[config.mk]
export PLATFORM = sky130hd
export DESIGN_NAME = sim_exit_ctrl
export DESIGN_NICKNAME = d
export VERILOG_FILES = /design/src/rtl/sim_exit_ctrl.sv
export SDC_FILE = /design/constraint.sdc
export NUM_CORES = 1
export LEC_CHECK = 0
export CORE_MARGIN = 3
export CORE_UTILIZATION = 50
export DETAILED_ROUTE_END_ITERATION = 8
export GPL_ROUTABILITY_DRIVEN = 0
export MAX_ROUTING_LAYER = met4
export PLACE_DENSITY_LB_ADDON = 0.05
export SETUP_SLACK_MARGIN = 0.1
export SYNTH_ARGS = -nofsm -noshare
export SYNTH_HDL_FRONTEND = slang
export SYNTH_SLANG_ARGS = --single-unit
[constraint.sdc]
create_clock -name sys_clk -period 2.69 [get_ports sys_clk]
set_input_delay 0.6725 -clock sys_clk [delete_from_list [all_inputs] [get_ports sys_clk]]
set_output_delay 0.6725 -clock sys_clk [all_outputs]
set_load 0.05 [all_outputs]
[src/rtl/sim_exit_ctrl.sv]
// sim_exit_ctrl: OBI-mapped simulation-exit responder with a kernel-interval
// cycle timer. Firmware writes EXIT_VALUE to end the run (after a drain delay)
// and brackets kernels with TIMER_CTRL start/stop writes.
module sim_exit_ctrl #(
  parameter int unsigned DrainCycles = 4,
  parameter int unsigned AddrWidth   = 32
) (
  input  logic                 sys_clk,
  input  logic                 sys_rst_n,
  input  logic                 req_i,
  output logic                 gnt_o,
  input  logic [AddrWidth-1:0] addr_i,
  input  logic                 we_i,
  input  logic [3:0]           be_i,
  input  logic [31:0]          wdata_i,
  output logic                 rvalid_o,
  output logic [31:0]          rdata_o,
  output logic                 exit_valid_o,
  output logic [31:0]          exit_value_o,
  output logic                 timer_trig_o
);

  typedef enum logic [1:0] {
    ST_IDLE,
    ST_DRAIN,
    ST_EXITED
  } exit_state_t;

  localparam logic [2:0] OFFS_EXIT_VALUE = 3'd0;
  localparam logic [2:0] OFFS_TIMER_CTRL = 3'd1;
  localparam logic [2:0] OFFS_TIMER_CYC  = 3'd2;
  localparam logic [2:0] OFFS_TIMER_CNT  = 3'd3;
  localparam logic [2:0] OFFS_STATUS     = 3'd4;
  localparam logic [7:0] DRAIN_INIT      = 8'(DrainCycles);

  exit_state_t r_state;
  logic [7:0]  r_drain_cnt;
  logic [31:0] r_exit_value;
  logic        r_exit_valid;
  logic        r_tmr_running;
  logic [31:0] r_tmr_cycles;
  logic [31:0] r_tmr_count;
  logic        r_ctrl_err;
  logic        r_rvalid;
  logic [31:0] r_rdata;

  logic [2:0]  w_offs;
  logic        w_wr_exit;
  logic        w_wr_ctrl;
  logic        w_start;
  logic        w_stop;
  logic        w_clear;
  logic [31:0] w_exit_merged;
  logic [31:0] w_rdata;
  logic        w_addr_unused;

  assign gnt_o         = req_i;
  assign w_offs        = addr_i[4:2];
  assign w_addr_unused = ^{addr_i[AddrWidth-1:5], addr_i[1:0]};
  assign w_wr_exit     = req_i && we_i && (w_offs == OFFS_EXIT_VALUE);
  assign w_wr_ctrl     = req_i && we_i && (w_offs == OFFS_TIMER_CTRL) && be_i[0];
  assign w_start       = w_wr_ctrl && wdata_i[0];
  assign w_stop        = w_wr_ctrl && wdata_i[1];
  assign w_clear       = w_wr_ctrl && wdata_i[2];

  // Byte-enable merge of write data into the stored exit value.
  always_comb begin
    w_exit_merged = r_exit_value;
    for (int unsigned i = 0; i < 4; i++) begin
      if (be_i[i]) w_exit_merged[8*i +: 8] = wdata_i[8*i +: 8];
    end
  end

  // Read mux; sampled at the grant cycle so it reflects pre-update state.
  always_comb begin
    w_rdata = '0;
    case (w_offs)
      OFFS_EXIT_VALUE: w_rdata = r_exit_value;
      OFFS_TIMER_CYC:  w_rdata = r_tmr_cycles;
      OFFS_TIMER_CNT:  w_rdata = r_tmr_count;
      OFFS_STATUS:     w_rdata = {28'd0, r_ctrl_err, (r_state == ST_EXITED),
                                  (r_state == ST_DRAIN), r_tmr_running};
      default:         w_rdata = '0;
    endcase
  end

  // OBI response: one-cycle rvalid per grant, read data or zero for writes.
  always_ff @(posedge sys_clk or negedge sys_rst_n) begin
    if (!sys_rst_n) begin
      r_rvalid <= 1'b0;
      r_rdata  <= '0;
    end else begin
      r_rvalid <= req_i;
      r_rdata  <= (req_i && !we_i) ? w_rdata : '0;
    end
  end

  // Exit FSM: first EXIT_VALUE write wins, drains, then latches exit_valid.
  // Leaving DRAIN when the counter is at 1 makes exit_valid rise exactly
  // DrainCycles cycles after the response cycle of the write.
  always_ff @(posedge sys_clk or negedge sys_rst_n) begin
    if (!sys_rst_n) begin
      r_state      <= ST_IDLE;
      r_drain_cnt  <= '0;
      r_exit_value <= '0;
      r_exit_valid <= 1'b0;
    end else begin
      case (r_state)
        ST_IDLE: begin
          if (w_wr_exit) begin
            r_exit_value <= w_exit_merged;
            r_drain_cnt  <= DRAIN_INIT;
            if (DRAIN_INIT == 8'd0) begin
              r_state      <= ST_EXITED;
              r_exit_valid <= 1'b1;
            end else begin
              r_state <= ST_DRAIN;
            end
          end
        end
        ST_DRAIN: begin
          if (r_drain_cnt <= 8'd1) begin
            r_drain_cnt  <= '0;
            r_state      <= ST_EXITED;
            r_exit_valid <= 1'b1;
          end else begin
            r_drain_cnt <= r_drain_cnt - 8'd1;
          end
        end
        ST_EXITED: begin
          r_exit_valid <= 1'b1;
        end
        default: begin
          r_state <= ST_IDLE;
        end
      endcase
    end
  end

  // Interval timer: CLEAR dominates; START+STOP together flags ctrl_err.
  always_ff @(posedge sys_clk or negedge sys_rst_n) begin
    if (!sys_rst_n) begin
      r_tmr_running <= 1'b0;
      r_tmr_cycles  <= '0;
      r_tmr_count   <= '0;
      r_ctrl_err    <= 1'b0;
    end else if (w_clear) begin
      r_tmr_running <= 1'b0;
      r_tmr_cycles  <= '0;
      r_tmr_count   <= '0;
      r_ctrl_err    <= 1'b0;
    end else begin
      if (r_tmr_running && (r_tmr_cycles != '1)) begin
        r_tmr_cycles <= r_tmr_cycles + 32'd1;
      end
      if (w_start && w_stop) begin
        r_ctrl_err <= 1'b1;
      end else if (w_start && !r_tmr_running) begin
        r_tmr_running <= 1'b1;
      end else if (w_stop && r_tmr_running) begin
        r_tmr_running <= 1'b0;
        r_tmr_count   <= r_tmr_count + 32'd1;
      end
    end
  end

  assign rvalid_o     = r_rvalid;
  assign rdata_o      = r_rdata;
  assign exit_valid_o = r_exit_valid;
  assign exit_value_o = r_exit_value;
  assign timer_trig_o = r_tmr_running;

endmodule
==> results.json <==
{
  "run_status": "finished, final reports clean",
  "final_cell_mix": "sky130_fd_sc_hd__dfrtp_1, sky130_fd_sc_hd__clkdlybuf4s50_1, sky130_fd_sc_hd__nor2_1",
  "layout.cells.most_common": "sky130_fd_sc_hd__dfrtp_1",
  "mappedNetlistArea_um2": 7150,
  "share_of_synthesized_area_occupied_by_flip_flops_and_latches_pct": 49.7,
  "finalHoldViolations": 0,
  "regArea_um2": 3550,
  "ioPinCount": 140,
  "die_width_um": 126,
  "setup_repair_after_global_routing_missed_its_margin": "no",
  "antenna_found_initial": 0,
  "clockBufferDepth": 2,
  "post_synthesis_net_count": 791,
  "max_cap_violations": 0,
  "viasPerCell": 6.03,
  "initial_utilization_pct": 51.3,
  "relSlewSlack_pct": 58.9,
  "place_inst": 1021,
  "fin_total_pwr_mw": 8.00,
  "filler_cell_count": 1041,
  "max_clock_freq_mhz": 394,
  "post_syn_instances": 715,
  "path_clk_slew_ns": 0.06,
  "worstSetupEndpointType": "flip-flop",
  "max_fo_critical_path": 5,
  "layout.nets": 937,
  "post-route-period-util_pct": 94.4,
  "cell_area_after_placement_um2": 8810,
  "drtIter0Drc": 483,
  "die_h_um": 126,
  "row_count": 43,
  "setup_viol_count_final": 0,
  "layout_min_cycle_time_ns": 2.54,
  "postCtsSetupRepairBufs": 0,
  "grt_start_max_net_pins": 56,
  "die_area_um2": 15800,
  "detailroute.via_count": 6357,
  "final_layout_size_suffix_gt1_share_pct": 18.5,
  "tightest_slew_ns": 0.616,
  "crit_required_ns": 3.04,
  "critical_path.startpoint_type": "input port",
  "clock_latency_ns": 0.43,
  "vias_in_the_first_global_route": 6239,
  "final_cells": 1054,
  "synth_enable_flop_cells": 0,
  "min_path_type": "in -> async",
  "dp_worst_setup_slack_ns": -0.452,
  "port_buffers": 110,
  "gr-total-overflow": 0,
  "finalInstanceArea_um2": 9520,
  "ff2ff_setup_slack_ns": 0.34,
  "coreArea_um2": 13900,
  "final_max_slew_viol_count": 0,
  "antenna_left": 0,
  "worst_slack_ns": 0.152,
  "drt_first_pass_iters": 6,
  "detail_route.drc_violations": 0,
  "synth_top_cell_area_share_pct": 49.7,
  "post-synth-top-area-cell": "sky130_fd_sc_hd__dfrtp_1",
  "fin_worst_skew_ns": 0.0142,
  "yosys_most_used_dff": "sky130_fd_sc_hd__dfrtp_1",
  "cts_sinks": 142,
  "grt_usage_pct": 25.8,
  "number_of_synthesized_register_bits": 142,
  "cp_data_arrival_time_ns": 2.89,
  "cts_buf_count": 17,
  "synthTopCellsByArea": "sky130_fd_sc_hd__dfrtp_1, sky130_fd_sc_hd__mux2_2, sky130_fd_sc_hd__nor2_1",
  "multi_input_comb_area_um2": 3410,
  "power_per_cell_area_nw_per_um2": 840,
  "layout-area-overhead-vs-synth_pct": 33.1,
  "max-vdd-ir-drop_uv": 520,
  "cellLeakagePower_nw": 4.06,
  "yosys_warnings": 0,
  "synth_async_sr_flop_share_pct": 100,
  "drt-wirelength-per-cell_um": 18.5,
  "route.final.wire_length_um": 19500,
  "synthDistinctLibCells": 51,
  "post-dp-hpwl_um": 13500,
  "cts.htree.levels": 4,
  "timing_worst_setup_path_type": "in -> reg",
  "root_buffer_master": "sky130_fd_sc_hd__clkbuf_16",
  "grt_pass1_wl_um": 31600,
  "holdWs_ns": 0.201,
  "inserted_diodes": 0,
  "clock_tree_from_tritoncts": "done",
  "post_synth.cell_area_avg_um2": 10.0
}
flip-flops by register name, indices dropped and copies added, names as in the netlist:
register and cells:
exit_value_o 32, r_tmr_count 32, r_tmr_cycles 32, rdata_o 32, r_drain_cnt 8, r_state 2, exit_valid_o 1, r_ctrl_err 1
rvalid_o 1, timer_trig_o 1
report_power, final:
group | switching, mW | internal [mW] | leakage (nW) | total, mW
Clock | 0.894 | 1.84 | 0.336 | 2.73
Sequential | 0.502 | 2.54 | 1.81 | 3.04
Combinational | 1.32 | 0.910 | 1.91 | 2.23
Total | 2.71 | 5.29 | 4.06 | 8.00
metal layers:
metal  vias up  global-route usage, %  wire length, um  part of all wire (%)
met5         -                      -                0                     0
met4         0                   9.44              302                   1.5
met2       233                   40.5             9360                    48
met1      3145                   33.1             8650                    44
li1       2948                      -                -                     -
met3        31                   5.60             1200                   6.2
per-stage QoR:
| stage | setup TNS [ns] | utilization, % |
|---|---|---|
| after floorplan | -0.0773 | - |
| after global placement | -15.78 | 63.3 |
| after detailed placement | -18.02 | 63.3 |
| after CTS | 0 | 68.3 |
| after global routing | 0 | 68.3 |
| final | 0 | 68.3 |
cells by family (layout without fill, tap and decap cells):
logic type,after synthesis,after routing,share of synthesized area [%]
xor+xnor,13,13,1.59
fa+ha+maj,4,4,0.700
simple gates,280,281,21.0
compound gates,156,156,13.6
flops,142,142,49.7
mux,66,66,10.3
buf+inv,54,212,3.17
cell usage after synthesis, types with 5 or more instances:
master	n
sky130_fd_sc_hd__a21oi_1	44
sky130_fd_sc_hd__a22oi_1	30
sky130_fd_sc_hd__a31oi_1	8
sky130_fd_sc_hd__and3_1	16
sky130_fd_sc_hd__buf_1	5
sky130_fd_sc_hd__clkbuf_1	26
sky130_fd_sc_hd__dfrtp_1	142
sky130_fd_sc_hd__inv_1	16
sky130_fd_sc_hd__mux2_2	58
sky130_fd_sc_hd__mux2i_1	8
sky130_fd_sc_hd__nand2_1	48
sky130_fd_sc_hd__nand3_1	23
sky130_fd_sc_hd__nand4_1	30
sky130_fd_sc_hd__nor2_1	77
sky130_fd_sc_hd__nor2b_1	7
sky130_fd_sc_hd__nor3_1	11
sky130_fd_sc_hd__nor4_1	7
sky130_fd_sc_hd__o21ai_0	34
sky130_fd_sc_hd__o31ai_1	23
sky130_fd_sc_hd__or2_2	5
sky130_fd_sc_hd__or3_1	11
sky130_fd_sc_hd__or4_1	24
sky130_fd_sc_hd__xnor2_1	8
sky130_fd_sc_hd__xor2_1	5
cell type report:
type	count	area share, %
Sequential cell	142	37.3
Multi-Input combinational cell	520	35.8
Timing Repair Buffer	164	16.6
Clock buffer	22	5.09
Tap cell	180	2.37
Clock inverter	10	2.17
Inverter	16	0.631
worst max-delay path, stage by stage:
cell                              delay (ns)
sky130_fd_sc_hd__clkdlybuf4s50_1        0.43
sky130_fd_sc_hd__nand3b_4               0.18
sky130_fd_sc_hd__or4_4                  0.55
sky130_fd_sc_hd__or3_4                  0.40
sky130_fd_sc_hd__or4_4                  0.50
sky130_fd_sc_hd__a21oi_2                0.16
what timing repair did:
| item | CTS | global route |
|---|---|---|
| resized for setup | 12 | 0 |
| gates cloned | 1 | 0 |
| setup endpoints to repair | 38 | 4 |
| pin swaps | 3 | 1 |
| hold buffers | 0 | 0 |
final timing paths:
check,from,end,depth (start not counted)
worst max-delay path,wdata_i[0],r_tmr_count[24],6
worst max register to register,timer_trig_o,r_tmr_count[24],5
min in group sys_clk,exit_valid_o,exit_valid_o,1
worst min register to register,exit_valid_o,exit_valid_o,1
max in group asynchronous,sys_rst_n,timer_trig_o,2
worst min-delay path,sys_rst_n,r_tmr_count[31],1
Note: power is estimated with default switching activity, not from simulation.
